**src/rtl/peripheral_mpram_wb_arbiter.sv**
```systemverilog
// Round-robin Wishbone arbiter sharing one single-port RAM slave between NUM_MASTERS masters.
// Ownership lasts until the owner drops cyc, and owners are always separated by an idle cycle.
module peripheral_mpram_wb_arbiter #(
    parameter int NUM_MASTERS = 4,
    parameter int DW          = 32,
    parameter int AW          = 8
) (
    input  logic                     wb_clk_i,
    input  logic                     wb_rst_i,
    input  logic [NUM_MASTERS*AW-1:0] m_adr_i,
    input  logic [NUM_MASTERS*DW-1:0] m_dat_i,
    input  logic [NUM_MASTERS*4-1:0]  m_sel_i,
    input  logic [NUM_MASTERS-1:0]    m_we_i,
    input  logic [NUM_MASTERS*2-1:0]  m_bte_i,
    input  logic [NUM_MASTERS*3-1:0]  m_cti_i,
    input  logic [NUM_MASTERS-1:0]    m_cyc_i,
    input  logic [NUM_MASTERS-1:0]    m_stb_i,
    output logic [NUM_MASTERS-1:0]    m_ack_o,
    output logic [NUM_MASTERS-1:0]    m_err_o,
    output logic [DW-1:0]             m_dat_o,
    output logic [AW-1:0]             s_adr_o,
    output logic [DW-1:0]             s_dat_o,
    output logic [3:0]                s_sel_o,
    output logic                      s_we_o,
    output logic [1:0]                s_bte_o,
    output logic [2:0]                s_cti_o,
    output logic                      s_cyc_o,
    output logic                      s_stb_o,
    input  logic                      s_ack_i,
    input  logic                      s_err_i,
    input  logic [DW-1:0]             s_dat_i,
    output logic [NUM_MASTERS-1:0]    grant_o
);

    localparam int LW = (NUM_MASTERS > 1) ? $clog2(NUM_MASTERS) : 1;

    typedef enum logic {IDLE, OWNED} state_t;

    state_t                 state, state_nxt;
    logic [NUM_MASTERS-1:0] grant, grant_nxt;
    logic [LW-1:0]          last, last_nxt;
    logic [LW-1:0]          pick;
    logic                   pick_vld;
    logic [LW-1:0]          scan;
    int                     scan_sum;

    logic [AW-1:0] adr_arr [NUM_MASTERS];
    logic [DW-1:0] dat_arr [NUM_MASTERS];
    logic [3:0]    sel_arr [NUM_MASTERS];
    logic [1:0]    bte_arr [NUM_MASTERS];
    logic [2:0]    cti_arr [NUM_MASTERS];

    for (genvar g = 0; g < NUM_MASTERS; g++) begin : g_unpack
        assign adr_arr[g] = m_adr_i[g*AW +: AW];
        assign dat_arr[g] = m_dat_i[g*DW +: DW];
        assign sel_arr[g] = m_sel_i[g*4 +: 4];
        assign bte_arr[g] = m_bte_i[g*2 +: 2];
        assign cti_arr[g] = m_cti_i[g*3 +: 3];
    end

    // Scan from the farthest offset down so the requester closest after 'last' wins.
    always_comb begin
        pick     = '0;
        pick_vld = 1'b0;
        scan     = '0;
        scan_sum = 0;
        for (int k = NUM_MASTERS; k >= 1; k--) begin
            scan_sum = int'(last) + k;
            if (scan_sum >= NUM_MASTERS) begin
                scan_sum = scan_sum - NUM_MASTERS;
            end
            scan = LW'(scan_sum);
            if (m_cyc_i[scan]) begin
                pick     = scan;
                pick_vld = 1'b1;
            end
        end
    end

    always_ff @(posedge wb_clk_i) begin
        if (wb_rst_i) begin
            state <= IDLE;
            grant <= '0;
            last  <= LW'(NUM_MASTERS - 1);
        end else begin
            state <= state_nxt;
            grant <= grant_nxt;
            last  <= last_nxt;
        end
    end

    always_comb begin
        state_nxt = state;
        grant_nxt = grant;
        last_nxt  = last;
        case (state)
            IDLE: begin
                if (pick_vld) begin
                    state_nxt       = OWNED;
                    grant_nxt       = '0;
                    grant_nxt[pick] = 1'b1;
                    last_nxt        = pick;
                end
            end
            OWNED: begin
                if (!m_cyc_i[last]) begin
                    state_nxt = IDLE;
                    grant_nxt = '0;
                end
            end
            default: begin
                state_nxt = IDLE;
                grant_nxt = '0;
            end
        endcase
    end

    // While owned, 'last' holds the current owner's index.
    always_comb begin
        s_adr_o = '0;
        s_dat_o = '0;
        s_sel_o = '0;
        s_we_o  = 1'b0;
        s_bte_o = '0;
        s_cti_o = '0;
        s_cyc_o = 1'b0;
        s_stb_o = 1'b0;
        m_ack_o = '0;
        m_err_o = '0;
        if (state == OWNED) begin
            s_adr_o       = adr_arr[last];
            s_dat_o       = dat_arr[last];
            s_sel_o       = sel_arr[last];
            s_we_o        = m_we_i[last];
            s_bte_o       = bte_arr[last];
            s_cti_o       = cti_arr[last];
            s_cyc_o       = m_cyc_i[last];
            s_stb_o       = m_stb_i[last];
            m_ack_o[last] = s_ack_i;
            m_err_o[last] = s_err_i;
        end
    end

    assign m_dat_o = s_dat_i;
    assign grant_o = grant;

endmodule
```
**config.mk**
```make
export PLATFORM = sky130hd
export DESIGN_NAME = peripheral_mpram_wb_arbiter
export DESIGN_NICKNAME = d
export VERILOG_FILES = /design/src/rtl/peripheral_mpram_wb_arbiter.sv
export SDC_FILE = /design/constraint.sdc
export NUM_CORES = 1
export LEC_CHECK = 0
export ABC_CLOCK_PERIOD_IN_PS = 3600
export CAP_MARGIN = 10
export CELL_PAD_IN_SITES_DETAIL_PLACEMENT = 1
export CELL_PAD_IN_SITES_GLOBAL_PLACEMENT = 1
export CORE_AREA = 4 4 129 131
export DETAILED_ROUTE_END_ITERATION = 8
export DIE_AREA = 0 0 133 135
export DONT_BUFFER_PORTS = 1
export GPL_TIMING_DRIVEN = 0
export PLACE_DENSITY_LB_ADDON = 0.2
export REMOVE_ABC_BUFFERS = 1
export SETUP_SLACK_MARGIN = 0.3
export SLEW_MARGIN = 10
export SYNTH_ARGS = -nofsm -noshare
export SYNTH_HDL_FRONTEND = slang
export SYNTH_SLANG_ARGS = --single-unit
```
**constraint.sdc**
```tcl
create_clock -name wb_clk_i -period 3.6 [get_ports wb_clk_i]
set_input_delay 0.72 -clock wb_clk_i [delete_from_list [all_inputs] [get_ports wb_clk_i]]
set_output_delay 0.72 -clock wb_clk_i [all_outputs]
set_load 0.005 [all_outputs]
```
* Word level (Yosys, flattened, before mapping)
Cells that the tools add are included.
Widths: inputs -> output; s select.
** Word-level totals
- Bits of input ports :: 244
- Output and inout port bits :: 96
- Bits in writable memories :: 0
- Flip-flop bits (word level) :: 7
- Logic and storage cells :: 95
- Bits in read-only memories :: 0
- Bits in latches :: 0
- Memories :: 0
** Cells by class
- Reduce and logical (&&, ||, !) cells :: 4
- Bitwise logic cells :: 4
- Order comparisons :: 13
- Divide/modulo/power cells :: 0
- Add/sub/neg operators :: 8
- Equality and inequality tests :: 2
- Shift-type cells :: 0
- Multiply operators :: 0
- Muxes and demuxes :: 61
** Operator list (count)
- $mux 32 :: 3
- $bmux 32 s2 :: 1
- $mux 4 :: 7
- $mux 8 :: 3
- $mux 2 :: 11
- $lt 2x3->1 const B :: 6
- $mux 1 :: 18
- $bmux 8 s2 :: 1
- $bmux 1 s2 :: 7
- $ge 3x3->1 const B :: 4
- $mux 3 :: 3
- $and 4x4->4 :: 2
- $bmux 4 s2 :: 1
- $pmux 4 s2 :: 1
- $sub 2x1->2 const B :: 4
- $add 2x2->3 const B :: 2
- $bmux 3 s2 :: 1
- $add 2x3->4 const B :: 1
- $bmux 2 s2 :: 1
- $demux 1 s2 :: 2
- $ge 2x1->1 const B :: 2
- $ge 4x3->1 const B :: 1
- $ne 2x2->1 const B :: 2
- $reduce_and 2->1 :: 2
- other kinds (5) :: 6

* Depth between registers and ports, before layout
Gate-level depths: netlist of the first run.
- Depth after elaboration :: 15
- Depth in mapped cells :: 7
- Gate-level depth less buffers :: 6

* Worst setup path before layout of the first run
Ideal clock, no wire load.
- Kind :: register to output
- Start point :: register last[0]
- End point :: output s_adr_o[0]
- Stages on the path, launching flop included :: 5
- Data required time :: 2.880 ns
- Setup slack :: 1.401 ns
- Buffers on the path :: 2
- Arrival time :: 1.479 ns
- Cell sequence :: dfxtp_1 buf_4 buf_6 mux4_2 and2_1
** Between the ends
- Longest elaborated chain between the ends :: 5
** Ends and longest elaborated chain
- start, declared :: RTL line 41 : logic [LW-1:0] last, last_nxt;
- start signal, assigned :: RTL line 84 : last <= LW'(NUM_MASTERS - 1);
- start signal, assigned :: RTL line 88 : last <= last_nxt;
- $not 2->3 (not written as such) :: RTL line 131 : s_adr_o = adr_arr[last];
- $bmux 8 s2 :: RTL line 131
- $mux 8 (not written as such) (2 in series) :: RTL line 131
- $mux 8 :: RTL line 130 : if (state == OWNED) begin
- end, declared :: RTL line 21 : output logic [AW-1:0] s_adr_o,
No other way between the ends. The select of a mux whose other input is x is not followed.

* Final worst setup path of the first run
- Start point :: register last[0]
- End point :: output s_we_o
** Between the ends
- Longest elaborated chain between the ends :: 3
** Ends and longest elaborated chain
- $bmux 1 s2 :: RTL line 134 : s_we_o = m_we_i[last];
- $mux 1 (not written as such) :: RTL line 134
- $mux 1 :: RTL line 130
- end, declared :: RTL line 24 : output logic s_we_o,
No other way between the ends. The select of a mux whose other input is x is not followed.

==> results.yml, run 1 <==
run_status:
  status: "finished clean"
global_route:
  grt_start_max_net_pins: 61
  antenna_found_initial: 3
  grt_pass1_wl_um: 14900
  grt_use_total_pct: 11.4
  grt_pass1_vias: 1913
  grt-ovfl-total: 0
synth:
  ys_ff_latch: 7
  netlist_area_mm2: 0.00235
  yosys-top-cells-area: "mux4_2 (50%), and2_1 (14%), buf_4 (11%)"
  synth_top_area_cell: "mux4_2"
  yosys_warnings: 0
  syn_area_per_cell_um2: 11.3
  synth.distinct_cells: 28
  yosysSeqAreaShare_pct: 5.95
  syn_inst: 209
  synth_top_area_share_pct: 49.7
die:
  dieArea_mm2: 0.0180
  initial_core_util_pct: 15.1
  pin_count: 340
  die-width_um: 133
  core.rowCount: 46
  core_area_mm2: 0.0156
  die_h_um: 135
clocking:
  cts_tree: "done"
  cts-buffers-inserted: 3
  htreeDepth: 1
  clk_latency_ns: 0.23
  clkTransAtPathRegs_ns: 0.04
  clockRootBuffer: "clkbuf_16"
  cts_setup_buffers: 0
  clockBufferDepth: 2
  cts_sinks: 7
  cts_resized: 0
  holdBufCountCts: 0
route:
  vias: 1747
  drc: 0
  viasPerCell: 4.57
  drt-pass1-iter-count: 4
  drt-initial-drc-count: 77
  antenna_left: 0
  wl_per_cell_um: 30.1
  wl_um: 11500
power:
  comb_power_share_pct: 54.7
  pwr-share-clk_pct: 24.4
  p_total_w: 0.000776
  leakagePower_nw: 0.808
  power.density_mw_per_mm2: 322
  p_sw_w: 0.000274
  seqPwrFrac_pct: 20.9
  sw_frac_of_total_pct: 35.4
  p_int_w: 0.000501
  ir_drop_mv: 0.256
timing:
  relSlewSlack_pct: 46.8
  slew_violations: 0
  finClkSkew_ns: 0.00129
  fin_crit_sh_pct: 76.0
  rsz0062_at_grt: "no"
  fin_setup_tns_ns: 0
  clock.fmax_mhz: 365
  finalHoldViolations: 0
  tightest_slew_ns: 0.798
  post-route-min-period_ns: 2.74
  finalSetupViolations: 0
finish:
  final_cell_area_mm2: 0.00241
  nets: 414
  final_core_util_pct: 15.4
  area_growth_syn_to_layout_pct: 2.23
  layoutNonFillerInstCount: 382
  drive_gt1_share_pct: 40.0
run:
  drv_cap: 0
placement:
  io_buffers: 0
  placed_cell_area_mm2: 0.00233
  placed_cells_incl_taps: 377
  finalWeightedCongestion: 0.649
setup_path:
  worstPathArrival_ns: 2.02
  crit_fanout: 33
  cp-start-kind: "flip-flop"
  critical_path_class: "flip-flop to output port"
  required_ns: 2.88
  worstSetupEndpointType: "output port"
min_path:
  hold_class: "flip-flop to flip-flop"
-- cell usage in the layout, fill, tap and decap left out, drive strengths merged --
master / instances
buf: 2
a21oi: 3
dfxtp: 7
o311ai: 1
mux2i: 2
nor4: 1
mux2: 1
and3: 8
diode: 1
and2: 52
nand3: 1
o32ai: 1
o211a: 1
or2: 2
nor2b: 2
or3: 1
o32a: 1
inv: 3
mux4: 52
nor3: 4
clkbuf: 4
ha: 4
a2111oi: 1
o21ai: 3
nor2: 4
a32o: 4
-- sequential cells by signal, summed over array words and instances, names as in the netlist --
register / flops
grant_o: 4
state: 1
last: 2
-- kinds of logic (layout without fill, tap and decap cells) --
group	count (synthesis)	in the layout	share of synthesized area, %
adders and majority gates	4	4	2.13
buffers and inverters	53	9	15.9
AOI/OAI and AO/OA	15	15	5.53
DFF	7	7	5.95
muxes	55	55	51.1
and+or+nand+nor	75	75	19.4
other	0	1	0
-- Yosys cell counts --
master and n:
buf_2 5, a32o_1 4, dfxtp_1 7, nand3_1 1, o211a_1 1, o32a_1 1, clkbuf_1 6, o32ai_2 1
o311ai_1 1, mux2_1 1, ha_1 4, or3_4 1, nor3_1 4, buf_4 33, or2_2 2, o21ai_0 3
a2111oi_2 1, mux4_2 52, buf_6 6, a21oi_1 3, nor2_1 4, and2_1 52, nor2b_1 2, and3_1 8
mux2i_1 2, inv_2 1, inv_1 2, nor4_1 1
-- critical path, cell delays in order, from the launching register on --
cell and delay (ns):
dfxtp_4 0.67, buf_16 0.30, mux4_2 0.55, and2_1 0.23
-- final cells by class --
type,instances,area [µm²]
fillers,1789,13200
multi-input cells,149,1840
well taps,216,270
flip-flops and latches,7,149
clock buffers,4,78.8
repair buffers,2,55.1
inverters,3,11.3
diodes,1,2.50
-- through the flow --
step	hold WS, ns	worst slack (ns)
after global routing	0.525	0.727
after global placement	0.500	-1.64
final	0.504	0.863
after CTS	0.510	0.810
after floorplan	0.466	-0.691
after detailed placement	0.494	1.06
-- per-layer routing --
layer  track usage [%]  wire length (µm)  part of all wire [%]
met5                 0                27                  0.23
met4             0.924                44                  0.38
met3              6.78              1600                    14
met2              17.8              5460                    47
met1              14.0              4370                    38
-- power by group through the flow --
stage | sequential, W | combinational (W) | clock, W
2_1_floorplan | 0.000164 | 0.000337 | 0
3_3_place_gp | 0.000199 | 0.000409 | 0
3_5_place_dp | 0.000167 | 0.000433 | 0
4_1_cts | 0.000165 | 0.000437 | 0.000194
5_1_grt | 0.000172 | 0.000460 | 0.000199
6_report | 0.000162 | 0.000424 | 0.000190
-- worst paths after layout --
kind                                              start                      end  slack, ns  depth (start not counted)
worst min register to register  grant_o[0]$_SDFFE_PP0P_  grant_o[0]$_SDFFE_PP0P_       0.50                          1
worst max register to register     last[1]$_SDFFE_PP1P_  grant_o[0]$_SDFFE_PP0P_       1.11                          6
worst max-delay path               last[0]$_SDFFE_PP1P_                   s_we_o       0.86                          3
worst min-delay path            grant_o[0]$_SDFFE_PP0P_  grant_o[0]$_SDFFE_PP0P_       0.50                          1
No activity file was read; power rests on OpenSTA's default activity.
==> run 2: changes to the inputs <==
ABC_CLOCK_PERIOD_IN_PS = 2580   (was 3600)
clock period = 2.58 ns   (was 3.6 ns; I/O delays follow)
==> run 2 against run 1 <==
Cell count is 1.3% higher. Via count is 2.7% higher. Largest cell class unchanged. Sequential share of layout area is 0.28 points lower. Global-route usage is 0.79 points higher. Cell area is 4.8% higher. Critical path depth stayed put. Flip-flop and latch count stayed put. Worst hold slack worse by 0.15 ns. Routed wire length is 6.0% higher.
==> results.yml, run 2 (synthesis results as in run 1) <==
run_status:
  status: "finished clean"
finish:
  largest_reg_flops: 4
  area_growth_syn_to_layout_pct: 7.12
  final_cell_area_mm2: 0.00252
  nets: 419
  drive_gt1_share_pct: 41.8
  most-common-layout-cells: "mux4_2 (52), and2_1 (52), and3_1 (8)"
setup_path:
  required_ns: 2.06
  rr_worst_depth: 7
  crit_fanout: 33
  critical_path_class: "flip-flop to output port"
  cp-start-kind: "flip-flop"
  cp_slowest_cell: "mux4_2"
  max_stage_delay_ns: 0.55
  r2r-start: "last[0]$_SDFFE_PP1P_"
  r2r_slack_ns: 0.47
  worstSetupEndpointType: "output port"
  rr_endpoint: "grant_o[0]$_SDFFE_PP0P_"
  worstPathArrival_ns: 1.66
  cp_cell_sequence: "buf_16, mux4_2, and2_1"
global_route:
  grt_pass1_vias: 1969
  antenna_found_initial: 3
  grt_use_total_pct: 12.1
  grt_start_max_net_pins: 34
  grt_pass1_wl_um: 15800
  grt-ovfl-total: 0
route:
  antenna_left: 0
  viasPerCell: 4.64
  vias: 1795
  wl_per_cell_um: 31.5
  drt-pass1-iter-count: 4
  wl_um: 12200
  drc: 0
  drt-initial-drc-count: 78
power:
  seqPwrFrac_pct: 14.5
  p_total_w: 0.00116
  p_sw_w: 0.000410
  sw_frac_of_total_pct: 35.4
  p_int_w: 0.000746
  comb_power_share_pct: 62.7
  ir_drop_mv: 0.358
  power.density_mw_per_mm2: 458
  pwr-share-clk_pct: 22.8
  leakagePower_nw: 0.864
die:
  die_h_um: 135
  core_area_mm2: 0.0156
  initial_core_util_pct: 15.1
  die-width_um: 133
  pin_count: 340
  dieArea_mm2: 0.0180
  core.rowCount: 46
timing:
  clock.fmax_mhz: 460
  finalWorstSetupSlack_ns: 0.408
  rsz0062_at_grt: "no"
  relSlewSlack_pct: 63.8
  finalSetupViolations: 0
  finalHoldViolations: 0
  tightest_slew_ns: 0.543
  post-route-min-period_ns: 2.17
  fin_crit_sh_pct: 84.2
  slew_violations: 0
  finClkSkew_ns: 0.000748
placement:
  place_ws_ns: 0.0467
  placed_cell_area_mm2: 0.00233
  finalWeightedCongestion: 0.649
  io_buffers: 0
clocking:
  cts-buffers-inserted: 3
  clockRootBuffer: "clkbuf_16"
  cts_sinks: 7
  clk_latency_ns: 0.23
  cts_tree: "done"
  cts_resized: 0
  clkTransAtPathRegs_ns: 0.04
  clockBufferDepth: 2
  htreeDepth: 1
min_path:
  min_from: "wb_rst_i"
  hold_class: "input port to flip-flop"
  holdPathStages: 1
  holdPathEnd: "state$_SDFF_PP0_"
run:
  drv_cap: 0
## run 2: changes by cell type in the layout (fill, tap and decap cells not counted)
| cell | before | now |
|---|---|---|
| buf_16 | 2 | 4 |
| buf_12 | 0 | 3 |
## run 2: metal layers
metal	track usage (%)	up-vias	part of all wire [%]
met2	19.0	164	47
li1	-	711	-
met3	6.74	8	13
met5	0	-	0.22
met4	0.924	4	0.36
met1	15.3	908	39
## run 2: worst max-delay path: cells and delay by family, from the launching register on
kind	cells	cell delay (ns)
muxes	1	0.55
DFF	1	0.37
buffers and inverters	1	0.24
and+or+nand+nor	1	0.23
## run 2: final cells by class
type,instances,area (µm²)
Antenna cell,1,2.50
Clock buffer,4,78.8
Fill cell,1782,13100
Inverter,3,11.3
Multi-Input combinational cell,149,1840
Sequential cell,7,149
Tap cell,216,270
Timing Repair Buffer,7,170
## run 2: worst max-delay path by stage
| stage | start | endpoint | slack (ns) | cells past startpoint |
|---|---|---|---|---|
| after floorplan | last[0]$_SDFFE_PP1P_ | grant_o[0]$_SDFFE_PP0P_ | -1.71 | 6 |
| after detailed placement | last[1]$_SDFFE_PP1P_ | grant_o[0]$_SDFFE_PP0P_ | 0.05 | 6 |
| final | last[0]$_SDFFE_PP1P_ | s_we_o | 0.41 | 3 |
| after global routing | last[0]$_SDFFE_PP1P_ | s_we_o | 0.34 | 3 |
| after CTS | last[0]$_SDFFE_PP1P_ | s_we_o | 0.38 | 3 |
| after global placement | last[0]$_SDFFE_PP1P_ | grant_o[0]$_SDFFE_PP0P_ | -2.66 | 6 |
## run 2: power groups by stage
stage	sequential [W]	clock [W]	combinational [W]
after floorplan	0.000229	0	0.000470
after global placement	0.000278	0	0.000571
after detailed placement	0.000233	0	0.000604
after CTS	0.000171	0.000270	0.000747
after global routing	0.000175	0.000278	0.000784
final	0.000168	0.000264	0.000724
## run 2: repair_timing
action	CTS	global route
hold buffers	0	0
setup endpoints to repair	41	0
endpoints found under the hold margin	0	0
setup buffers	5	0
## run 2: stage by stage
| stage | hold slack [ns] | instances | util (%) | setup TNS [ns] |
|---|---|---|---|---|
| finish | 0.353 | 387 | 16.2 | 0 |
| global route | 0.355 | 386 | 16.2 | 0 |
| CTS | 0.351 | 386 | 16.2 | 0 |
| detailed placement | 0.494 | 377 | 14.9 | 0 |
| global placement | 0.500 | 375 | 14.5 | -127.57 |
| floorplan | 0.466 | 159 | - | -78.43 |
==> run 3: changes to the inputs <==
ABC_CLOCK_PERIOD_IN_PS = 2220   (was 2580)
clock period = 2.22 ns   (was 2.58 ns; I/O delays follow)
==> run 3 against run 2 <==
Critical path depth grew 1. Worst setup slack lost 0.27 ns. Cell area grew 16%. Clock skew is essentially flat. Total power grew 41%. Non-clock buffer count grew 17. Routed wire length grew 7.4%. Global-route usage grew 0.96 points. Critical endpoint is now s_adr_o[2]. Highest routed layer unchanged.
==> results.yml, run 3 (synthesis results as in run 1) <==
power:
  p_total_w: 0.00162
  ir_drop_mv: 0.417
  leakagePower_nw: 1.06
  power.density_mw_per_mm2: 556
clocking:
  clockRootBuffer: "clkbuf_16"
  holdBufCountCts: 0
  cts-buffers-inserted: 3
  clk_latency_ns: 0.23
  cts_tree: "done"
  cts_sinks: 7
  htreeDepth: 1
  clkTransAtPathRegs_ns: 0.04
  clockBufferDepth: 2
setup_path:
  critPathLaunch: "last[0]$_SDFFE_PP1P_"
  crit_buf_inv: 2
  r2r-start: "last[0]$_SDFFE_PP1P_"
  rr_worst_depth: 7
  crit_cells: 4
  rr_endpoint: "grant_o[2]$_SDFFE_PP0P_"
  worstPathArrival_ns: 1.64
  crit_fanout: 5
  cp_cell_sequence: "buf_6, buf_4, mux4_2, and2_4"
  critical_path_class: "flip-flop to output port"
  r2r_slack_ns: 0.30
  cp_slowest_cell: "mux4_2"
  critical_path.endpoint: "s_adr_o[2]"
  max_stage_delay_ns: 0.52
  cp-start-kind: "flip-flop"
  worstSetupEndpointType: "output port"
  path_delay_family: "multiplexers"
  required_ns: 1.78
timing:
  post-route-min-period_ns: 2.09
  finalHoldViolations: 0
  clock.fmax_mhz: 479
  finalSetupViolations: 0
  tightest_slew_ns: 0.569
  rsz0062_at_grt: "yes"
  slew_violations: 0
  relSlewSlack_pct: 62.1
  fin_setup_tns_ns: 0
  hold_slack_ns: 0.281
  fin_crit_sh_pct: 94.0
  finClkSkew_ns: 0.000550
route:
  antenna_left: 0
  vias: 1851
  wl_per_cell_um: 32.4
  drt-initial-drc-count: 55
  viasPerCell: 4.58
  wl_um: 13100
  drt-pass1-iter-count: 4
  drc: 0
finish:
  nets: 436
  layoutNonFillerInstCount: 404
  final_common_cell: "mux4_2"
  drive_gt1_share_pct: 72.7
  largest_reg_flops: 4
  most-common-layout-cells: "mux4_2 (52), and2_4 (42), and2_1 (10), buf_16 (8), buf_4 (7)"
  area_growth_syn_to_layout_pct: 24.2
die:
  die_h_um: 135
  core_area_mm2: 0.0156
  core.rowCount: 46
  initial_core_util_pct: 15.1
  die-width_um: 133
  pin_count: 340
  dieArea_mm2: 0.0180
min_path:
  hold_class: "input port to flip-flop"
global_route:
  antenna_found_initial: 3
  grt_start_max_net_pins: 34
  grt-ovfl-total: 0
  grt_pass1_vias: 2014
  grt_pass1_wl_um: 16800
  grt_use_total_pct: 13.1
placement:
  finalWeightedCongestion: 0.649
  placed_cells_incl_taps: 377
  io_buffers: 0
run_status:
  status: "finished clean"
run:
  drv_cap: 0
==> run 3: cell type report <==
type,count,area [µm²]
Fill cell,1756,12700
Tap cell,216,270
Timing Repair Buffer,24,430
Sequential cell,7,149
Antenna cell,1,2.50
Inverter,3,15.0
Clock buffer,4,78.8
Multi-Input combinational cell,149,1980
==> run 3: how the worst min path moves through the flow <==
stage	depth (start not counted)	startpoint	end	slack (ns)
2_1_floorplan	1	grant_o[0]$_SDFFE_PP0P_	grant_o[0]$_SDFFE_PP0P_	0.47
3_3_place_gp	1	grant_o[3]$_SDFFE_PP0P_	grant_o[3]$_SDFFE_PP0P_	0.50
3_5_place_dp	1	grant_o[1]$_SDFFE_PP0P_	grant_o[1]$_SDFFE_PP0P_	0.49
4_1_cts	1	wb_rst_i	state$_SDFF_PP0_	0.28
5_1_grt	1	wb_rst_i	state$_SDFF_PP0_	0.28
6_report	1	wb_rst_i	state$_SDFF_PP0_	0.28
==> run 3: metal layers <==
layer  GRT usage (%)  vias up  part of all wire, %
met5               0        -                 0.16
met4           0.924        4                 0.34
met3            6.74        8                   12
met2            20.1      168                   47
met1            17.3      925                   40
li1                -      746                    -
==> run 3: power by group <==
part           switching (W)  internal, W
logic               0.000445     0.000691
clock network      0.0000676     0.000239
registers          0.0000370     0.000145
==> run 3: timing repair <==
| action | CTS | global route |
|---|---|---|
| cloned | 4 | 1 |
| setup endpoints to repair | 66 | 58 |
| pin swaps | 13 | 1 |
| resized for setup | 57 | 4 |
| setup buffers | 17 | 0 |
| endpoints found under the hold margin | 0 | 0 |
==> run 3: stage by stage <==
| step | util (%) | worst slack, ns | instance area [µm²] |
|---|---|---|---|
| after floorplan | - | -2.07 | 1990 |
| final | 18.7 | 0.134 | 2920 |
| after CTS | 18.4 | 0.124 | 2880 |
| after global routing | 18.7 | 0.0778 | 2920 |
| after detailed placement | 14.9 | -0.313 | 2330 |
| after global placement | 14.5 | -3.02 | 2260 |
